$ cat src/rtl/mux_pkg.sv
// Shared types and limits for the registered N:1 pipeline selector.
package mux_pkg;

  typedef enum logic [1:0] {
    EMPTY,
    BUSY,
    FULL
  } mux_state_t;

  localparam int MUX_MAX_IN = 16;

endpackage

$ cat src/rtl/muxn_sel.sv
// Combinational N:1 selector; codes with no matching input produce all zeros.
module muxn_sel
  import mux_pkg::*;
#(
  parameter int WIDTH  = 64,
  parameter int NUM_IN = 8
) (
  input  logic [NUM_IN*WIDTH-1:0]   in_data_i,
  input  logic [$clog2(NUM_IN)-1:0] sel_i,
  output logic [WIDTH-1:0]          data_o
);

  localparam int SEL_W = $clog2(NUM_IN);

  if (NUM_IN < 2 || NUM_IN > MUX_MAX_IN) begin : g_bad_num_in
    $error("muxn_sel: NUM_IN must lie in 2..MUX_MAX_IN");
  end

  always_comb begin
    // NOTE: default assigned first so every path drives data_o and no latch is inferred.
    data_o = '0;
    for (int i = 0; i < NUM_IN; i++) begin
      if (sel_i == SEL_W'(i)) begin
        data_o = in_data_i[i*WIDTH +: WIDTH];
      end
    end
  end

endmodule

$ cat src/rtl/mux_pipe_stage.sv
// Registered N:1 selector with valid/ready handshake and a one-entry skid buffer.
// Optional sticky bad-select flag sel_err is built when MUX_SEL_CHK_EN is defined.
module mux_pipe_stage
  import mux_pkg::*;
#(
  parameter int WIDTH  = 64,
  parameter int NUM_IN = 8,
  parameter int SEL_W  = $clog2(NUM_IN)
) (
  input  logic                    clk,
  input  logic                    reset,
  input  logic                    flush,
  input  logic [NUM_IN*WIDTH-1:0] in_data,
  input  logic [SEL_W-1:0]        sel,
  input  logic                    in_valid,
  output logic                    in_ready,
  output logic [WIDTH-1:0]        out_data,
  output logic                    out_valid,
  input  logic                    out_ready
`ifdef MUX_SEL_CHK_EN
  ,
  output logic                    sel_err
`endif
);

  mux_state_t       state_q;
  logic [WIDTH-1:0] main_q;
  logic [WIDTH-1:0] skid_q;
  logic [WIDTH-1:0] sel_data;
  logic             accept;

  muxn_sel #(
    .WIDTH (WIDTH),
    .NUM_IN(NUM_IN)
  ) u_sel (
    .in_data_i(in_data),
    .sel_i    (sel),
    .data_o   (sel_data)
  );

  // Handshake outputs decode from the state register alone: no input-to-output path.
  assign in_ready  = (state_q != FULL);
  assign out_valid = (state_q != EMPTY);
  assign out_data  = main_q;
  assign accept    = in_valid & in_ready;

  // NOTE: non-blocking assignments so every register samples pre-edge values.
  always_ff @(posedge clk) begin
    if (reset) begin
      // NOTE: data registers are reset as well so out_data reads zero out of reset.
      state_q <= EMPTY;
      main_q  <= '0;
      skid_q  <= '0;
    end else if (flush) begin
      state_q <= EMPTY;
    end else begin
      case (state_q)
        EMPTY: begin
          if (accept) begin
            state_q <= BUSY;
            main_q  <= sel_data;
          end
        end
        BUSY: begin
          if (accept && out_ready) begin
            main_q <= sel_data;
          end else if (accept) begin
            state_q <= FULL;
            skid_q  <= sel_data;
          end else if (out_ready) begin
            state_q <= EMPTY;
          end
        end
        FULL: begin
          if (out_ready) begin
            state_q <= BUSY;
            main_q  <= skid_q;
          end
        end
        default: state_q <= EMPTY;
      endcase
    end
  end

`ifdef MUX_SEL_CHK_EN
  logic sel_err_q;
  logic sel_oob;

  assign sel_oob = ({1'b0, sel} >= (SEL_W+1)'(NUM_IN));

  // Sticky until reset; a flush leaves it set.
  always_ff @(posedge clk) begin
    if (reset) begin
      sel_err_q <= 1'b0;
    end else if (accept && sel_oob) begin
      sel_err_q <= 1'b1;
    end
  end

  assign sel_err = sel_err_q;
`endif

endmodule

$ cat config.mk
export PLATFORM = sky130hd
export DESIGN_NAME = mux_pipe_stage
export DESIGN_NICKNAME = d
export VERILOG_FILES = /design/src/rtl/mux_pkg.sv /design/src/rtl/muxn_sel.sv /design/src/rtl/mux_pipe_stage.sv
export SDC_FILE = /design/constraint.sdc
export NUM_CORES = 1
export LEC_CHECK = 0
export CAP_MARGIN = 20
export CORE_AREA = 2 2 227 229
export CTS_CLUSTER_DIAMETER = 60
export DETAILED_ROUTE_END_ITERATION = 12
export DIE_AREA = 0 0 229 231
export GPL_ROUTABILITY_DRIVEN = 0
export PLACE_DENSITY = 0.48
export SYNTH_ARGS = -nofsm -noshare
export SYNTH_HDL_FRONTEND = slang
export SYNTH_SLANG_ARGS = --single-unit
export TNS_END_PERCENT = 100
$ cat constraint.sdc
create_clock -name clk -period 4.2 [get_ports clk]
set_input_delay 0.63 -clock clk [delete_from_list [all_inputs] [get_ports clk]]
set_output_delay 0.63 -clock clk [all_outputs]
set_load 0.1 [all_outputs]
# == Word-level counts from Yosys, hierarchy flattened ==
# Cells that the tools add are included.
# word_totals
in_bits,520
word_cells,48
regBits,130
out_inout_bits,66
# classes
eq_ne,15
n_reduce_logical,9
muxes,18
bitwise_logic,3
# ops
op,count
two-way mux 64 bit,11
case mux 64 bit (3 select lines),1
"== test 3 bit, second input constant",4
two-way mux 2 bit,5
"!= test 2 bit, second input constant",5
AND reduction 4 bit,2
"== test 3 x 2 -> 1 bit, second input constant",2
case mux 2 bit (3 select lines),1
AND reduction 5 bit,1
"== test 3 x 1 -> 1 bit, second input constant",1
zero test 3 bit,1
"!= test 3 bit, second input constant",1
nonzero test 3 bit,1
"== test 2 x 1 -> 1 bit, second input constant",1
"== test 2 bit, second input constant",1
zero test 2 bit,1
inverter 1 bit,2
nonzero test 2 bit,1
OR reduction 2 bit,1
bitwise AND 1 bit,1
logical AND 1 bit,1

# == Logic depth before layout (Yosys ltp) ==
# Gate-level depths: netlist of the first run.
# depth
depth_word,11
depth_mapped,8
depth_no_buf,5

# == Hierarchy ==
# A second synthesis of the first run with hierarchy kept.
# hier_totals
hier_cells,1415
hier_area_um2,11654.9
# by_module_without_submodules
mod,cells_each,seq_area_each_um2,area_per_inst_um2,n_inst
mux_pipe_stage,664,2602.5,6363.6,1
muxn_sel,751,0.0,5291.3,1

# == Least setup slack after synthesis of the first run ==
# Ideal clock, no wire load.
# synth_timing
path_kind,register to output
startpoint,reg state_q[0]
endpoint,out in_ready
stages_incl_launch_ff,4
path_slack_ns,1.845
required_ns,3.570
path_buffers,1
t_arrival_ns,1.725
path_cell_list,dfxtp_1 and2b_1 inv_2 clkbuf_1
# synth_between
elab_chain_cells,1
# synth_rtl
element,line_no,source
start: declaration,mux_pipe_stage.sv:26,mux_state_t state_q;
start signal: assignment,mux_pipe_stage.sv:51,state_q <= EMPTY;
start signal: assignment,mux_pipe_stage.sv:55,state_q <= EMPTY;
start signal: assignment,mux_pipe_stage.sv:60,state_q <= BUSY;
!= test 2 bit,mux_pipe_stage.sv:42,assign in_ready = (state_q != FULL);
end: declaration,mux_pipe_stage.sv:16,"output logic in_ready,"
# No other way between the ends.

# == Worst setup path after layout of the first run ==
# layout_timing
startpoint,reg state_q[1]
endpoint,out out_valid
# layout_between
elab_chain_cells,1
# layout_rtl
element,line_no,source
nonzero test 2 bit,mux_pipe_stage.sv:43,assign out_valid = (state_q != EMPTY);
end: declaration,mux_pipe_stage.sv:18,"output logic out_valid,"
# No other way between the ends.

==> flow_metrics.py, run 1 <==
metrics = {
    "run_status": {
        "outcome": "finished clean",
    },
    "routing": {
        "wl_per_cell_um": 22.0,
        "via_count": 10600,
        "routed_wl_mm": 49.7,
        "ant_nets": 0,
        "first_iter_violations": 522,
        "via_per_inst": 4.72,
        "dr.pass1.iters": 5,
        "drc": 0,
    },
    "sta": {
        "timing.final.crit_period_ns": 2.79,
        "fin_skew_ns": 0.00895,
        "worst_pin_slew_ns": 1.13,
        "drv_slew": 0,
        "fmax_mhz": 358,
        "rsz0062_at_grt": "no",
        "relSlewSlack_pct": 24.4,
        "hold_slack_ns": 0.456,
        "fin_setup_tns_ns": 0,
        "period_share_pct": 66.5,
        "setup_viol": 0,
        "hold_violations": 0,
    },
    "clocking": {
        "cts_resized": 0,
        "cts_tree": "built",
        "numCtsBuffers": 17,
        "cts_buffer_depth": 2,
        "clk_latency_ns": 0.43,
        "postCtsSetupBuffers": 0,
        "holdBufCountCts": 0,
        "ctsRootBufferMaster": "clkbuf_16",
        "clk_pin_slew_worst_paths_ns": 0.06,
        "cts.htree.levels": 4,
        "cts_sinks": 130,
    },
    "yosys": {
        "syn_avg_cell_area_sq_um": 9.08,
        "synth_edf_count": 0,
        "synth_seq_area_share_pct": 27.4,
        "synth_area_sq_mm": 0.00949,
        "synth_cells": 1045,
        "synthFlopType": "dfxtp_1",
        "synth-seq-cells": 130,
        "syn-num-nets": 1565,
        "async_flop_share_pct": 0,
        "ys_warn_count": 0,
        "synth_cell_types": 43,
    },
    "worst_setup_path": {
        "regToRegSetupSlack_ns": 1.59,
        "path_max_fanout": 7,
        "r2r-start": "state_q[0]",
        "reg2reg_to": "out_data[17]",
        "critPathKind": "reg2out",
        "r2r_cells": 4,
        "cp-start-kind": "flip-flop",
        "endpoint_kind": "output port",
        "worst_ep_arrival_time_ns": 2.16,
        "crit_required_ns": 3.57,
    },
    "global_routing": {
        "grt_use_total_pct": 18.2,
        "antenna_found_initial": 4,
        "grt_pass1_wl_mm": 71.8,
        "grt_pass1_vias": 11100,
        "grt_max_degree": 81,
        "overflow": 0,
    },
    "floorplan": {
        "die_h_um": 231,
        "ios": 586,
        "core_area_sq_mm": 0.0507,
        "initial_core_util_pct": 18.7,
        "row_count": 83,
        "die-area_sq_mm": 0.0529,
        "die_w_um": 229,
    },
    "place": {
        "numPortBuffers": 585,
        "post-dp-hpwl_mm": 37.1,
    },
    "worst_hold_path": {
        "hp-start": "out_data[51]",
        "hold_path_depth": 2,
        "hp-class": "reg2reg",
        "min_to": "out_data[51]",
    },
    "power": {
        "vdd_ir_drop_max_mv": 0.238,
        "p_seq_share_pct": 29.7,
        "switchingPower_mw": 1.47,
        "comb_power_share_pct": 35.5,
        "clkPwrFrac_pct": 34.8,
        "p_per_area_mw_per_mm2": 271,
        "p_int_mw": 2.98,
        "power.leakage_nw": 6.19,
        "netSwitchingFraction_pct": 33.0,
    },
    "cells_and_area": {
        "synthToLayoutAreaGrowth_pct": 72.8,
        "drive_gt1_share_pct": 7.95,
        "final_common_cell": "clkdlybuf4s50_1",
        "most-common-layout-cells": "clkdlybuf4s50_1, mux2i_1, dfxtp_1",
        "fin_nets": 2079,
    },
    "job": {
        "max-cap-violations": 0,
    },
}
[cell families after synthesis]
logic type,synth area share [%]
buffers and inverters,11.0
flip-flops,27.4
AND/OR/NAND/NOR,6.83
multiplexers,22.5
AO/OA/AOI/OAI,32.3
[worst max-delay path, cell delays in order (launching register included)]
cell	delay, ns
dfxtp_1	0.42
or2_2	0.15
clkdlybuf4s50_1	1.15
[worst max path at each step]
stage                from      endpoint  slack (ns)  cells past startpoint
6_report       state_q[1]     out_valid        1.41                      2
5_1_grt        state_q[0]     out_valid        1.31                      2
4_1_cts        state_q[1]     out_valid        1.36                      2
3_5_place_dp       sel[0]  out_data[20]        1.22                      6
3_3_place_gp       sel[0]  out_data[18]        1.21                      6
2_1_floorplan  state_q[0]      in_ready        1.84                      3
[sequential cells by signal, summed over array words and instances, names as in the netlist]
name and count:
out_data 64, skid_q 64, state_q 2
[layer usage]
layer / track usage, % / wire (um) / up-vias / part of all wire, %
met2: 32.5 / 24700 / 443 / 50
li1: - / - / 5121 / -
met4: 6.01 / 1220 / 6 / 2.4
met3: 4.62 / 3380 / 51 / 6.8
met1: 21.1 / 20300 / 5021 / 41
met5: 0 / 40 / - / 0.081
[final cells by class]
type	count	area (sq um)
tap	680	851
inverter	94	353
fill	5344	34300
timing repair buffer	610	6100
sequential	130	2600
clock inverter	11	126
clock buffer	21	480
antenna	2	5.00
multi-input combinational	706	5880
[synth_stat cells, types with 4 or more instances]
cell type,instances,share of area [%]
a211oi_1,55,4.3
a211oi_2,9,1.2
a21oi_1,10,0.53
a221oi_1,35,3.2
a22o_1,8,0.74
a22oi_1,91,7.2
a22oi_2,21,2.8
buf_1,4,0.16
buf_12,5,1.1
buf_2,38,2.0
buf_4,10,0.79
buf_6,6,0.71
buf_8,4,0.63
clkbuf_1,48,1.9
dfxtp_1,130,27
inv_1,93,3.7
mux2i_1,177,19
mux4_2,16,3.8
nand4_1,20,1.3
nor2_1,110,4.3
o211ai_1,40,3.2
o221ai_1,56,5.2
o32ai_1,35,3.2
[per-stage QoR]
stage | total power, mW | setup slack (ns) | util (%) | instances | instance area [sq um]
after floorplan | 2.17 | 1.84 | - | 1045 | 9490
after global placement | 2.93 | 1.21 | 31.2 | 2220 | 15800
after detailed placement | 2.93 | 1.22 | 31.2 | 2220 | 15800
after CTS | 4.51 | 1.36 | 32.3 | 2252 | 16400
after global routing | 4.65 | 1.31 | 32.3 | 2252 | 16400
final | 4.44 | 1.41 | 32.4 | 2254 | 16400
[power groups by stage]
stage	logic [mW]	registers [mW]	clock network [mW]
final	1.58	1.32	1.55
after floorplan	0.534	1.63	0
after CTS	1.59	1.32	1.60
after detailed placement	1.59	1.35	0
after global routing	1.67	1.32	1.66
after global placement	1.58	1.34	0
Note: power is estimated with default switching activity, not from simulation.
==> run 2, diff against run 1 <==
--- a/config.mk
+++ b/config.mk
@@ -6,12 +6,12 @@
 export NUM_CORES = 1
 export LEC_CHECK = 0
 export CAP_MARGIN = 20
-export CORE_AREA = 2 2 227 229
+export CORE_AREA = 2 2 229 231
 export CTS_CLUSTER_DIAMETER = 60
 export DETAILED_ROUTE_END_ITERATION = 12
-export DIE_AREA = 0 0 229 231
+export DIE_AREA = 0 0 231 233
 export GPL_ROUTABILITY_DRIVEN = 0
-export PLACE_DENSITY = 0.48
+export PLACE_DENSITY = 0.47
 export SYNTH_ARGS = -nofsm -noshare
 export SYNTH_HDL_FRONTEND = slang
 export SYNTH_SLANG_ARGS = --single-unit
==> constraint.sdc (replaced) <==
create_clock -name clk -period 2.6 [get_ports clk]
set_input_delay 0.39 -clock clk [delete_from_list [all_inputs] [get_ports clk]]
set_output_delay 0.39 -clock clk [all_outputs]
set_load 0.1 [all_outputs]
==> run 2 against run 1 <==
Total power grew 59%; non-clock buffer count up 21; critical path depth up 2; highest routed layer unchanged; critical path type unchanged.
==> flow_metrics.py, run 2 (same netlist as run 1, synthesis figures left out) <==
metrics = {
    "worst_hold_path": {
        "hold_path_depth": 3,
        "hp-class": "in2reg",
        "hp-start": "reset",
        "min_to": "out_data[50]",
    },
    "sta": {
        "hold_violations": 0,
        "worst_pin_slew_ns": 0.916,
        "fin_ws_ns": 0.512,
        "relSlewSlack_pct": 38.9,
        "timing.final.crit_period_ns": 2.09,
        "fin_skew_ns": 0.00960,
        "period_share_pct": 80.3,
        "drv_slew": 0,
        "rsz0062_at_grt": "no",
        "fmax_mhz": 479,
        "setup_viol": 0,
    },
    "floorplan": {
        "die_h_um": 233,
        "core_area_sq_mm": 0.0511,
        "initial_core_util_pct": 18.6,
        "die-area_sq_mm": 0.0538,
        "row_count": 83,
        "die_w_um": 231,
        "ios": 586,
    },
    "worst_setup_path": {
        "cp-start-kind": "flip-flop",
        "reg2reg_to": "skid_q[22]",
        "max_stage_delay_ns": 0.41,
        "worst_ep_arrival_time_ns": 1.70,
        "slowest_stage": "dfxtp_1",
        "r2r-start": "state_q[0]",
        "endpoint_kind": "output port",
        "crit_cells": 4,
        "path_buf_inv": 3,
        "cp_cell_sequence": "and2b_2 -> inv_2 -> buf_4 -> buf_12",
        "crit_required_ns": 2.21,
        "path_max_fanout": 8,
        "crit_family": "buffers and inverters",
        "regToRegSetupSlack_ns": 0.76,
        "r2r_cells": 7,
        "critPathKind": "reg2out",
    },
    "clocking": {
        "postCtsSetupBuffers": 0,
        "cts.htree.levels": 4,
        "cts_resized": 0,
        "ctsRootBufferMaster": "clkbuf_16",
        "clk_pin_slew_worst_paths_ns": 0.06,
        "clk_latency_ns": 0.42,
        "cts_buffer_depth": 2,
        "cts_sinks": 130,
        "numCtsBuffers": 17,
        "holdBufCountCts": 0,
        "cts_tree": "built",
    },
    "power": {
        "power.leakage_nw": 6.42,
        "power.total_mw": 7.05,
        "vdd_ir_drop_max_mv": 0.345,
        "p_per_area_mw_per_mm2": 429,
    },
    "routing": {
        "dr.pass1.iters": 5,
        "via_count": 10700,
        "routed_wl_mm": 48.7,
        "wl_per_cell_um": 21.4,
        "drc": 0,
        "first_iter_violations": 520,
        "via_per_inst": 4.71,
        "ant_nets": 0,
    },
    "global_routing": {
        "grt_use_total_pct": 17.4,
        "grt_max_degree": 66,
        "grt_pass1_vias": 11100,
        "grt_pass1_wl_mm": 70.4,
        "overflow": 0,
        "antenna_found_initial": 2,
    },
    "place": {
        "post-dp-hpwl_mm": 38.4,
        "place_ws_ns": 0.207,
        "place_inst": 2241,
        "numPortBuffers": 585,
    },
    "cells_and_area": {
        "fin_nets": 2100,
        "final_common_cell": "clkdlybuf4s50_1",
        "fin_cells": 2272,
        "synthToLayoutAreaGrowth_pct": 73.4,
        "drive_gt1_share_pct": 13.1,
        "most-common-layout-cells": "clkdlybuf4s50_1, mux2i_1, dfxtp_1",
    },
    "job": {
        "max-cap-violations": 0,
    },
    "run_status": {
        "outcome": "finished clean",
    },
}
==> run 2: cell count changes in the layout (fill, tap and decap cells not counted), sizes merged <==
cell           before  now
buf                31  116
clkdlybuf4s50     579  515
clkbuf             21   17
clkinvlp            1    3
diode               2    1
==> run 2: area by class of cell <==
class	count	area, sq um
multi-input cells	706	5880
inverters	94	353
diodes	1	2.50
well taps	680	851
fillers	5368	34600
clock buffers	17	425
flip-flops and latches	130	2600
repair buffers	631	6200
clock inverters	13	138
==> run 2: worst max-delay path by stage <==
stage / start / slack [ns] / end
5_1_grt: state_q[0] / 0.41 / in_ready
3_5_place_dp: out_ready / 0.21 / skid_q[30]
4_1_cts: state_q[0] / 0.47 / in_ready
2_1_floorplan: state_q[0] / 0.46 / out_data[57]
6_report: state_q[0] / 0.51 / in_ready
3_3_place_gp: out_ready / -0.17 / out_data[61]
==> run 2: routing by layer <==
| layer | vias to the layer above | routed length, um | track usage [%] |
|---|---|---|---|
| met5 | - | 26 | 0 |
| li1 | 5167 | - | - |
| met2 | 437 | 24700 | 31.6 |
| met1 | 5059 | 19400 | 20.1 |
| met3 | 40 | 3560 | 4.35 |
| met4 | 4 | 920 | 4.84 |
==> run 2: worst min-delay path, delay by kind of cell <==
family / cells / cell delay (ns)
AOI/OAI and AO/OA: 1 / 0.18
and+or+nand+nor: 1 / 0.09
buffers and inverters: 1 / 0.12
==> run 2: through the flow <==
stage                     hold slack, ns  TNS [ns]  cell area, sq um  util [%]
after detailed placement           0.447         0             15900      31.1
after global placement             0.442     -5.14             15900      31.1
after floorplan                    0.469         0              9490         -
after CTS                          0.384         0             16500      32.2
after global routing               0.401         0             16500      32.2
final                              0.410         0             16500      32.2
==> run 2: report_power, final <==
part | leakage [nW] | switching [mW] | internal [mW]
logic | 5.10 | 1.34 | 1.22
registers | 1.06 | 0.0481 | 2.08
clock network | 0.271 | 0.970 | 1.40
total | 6.42 | 2.36 | 4.70
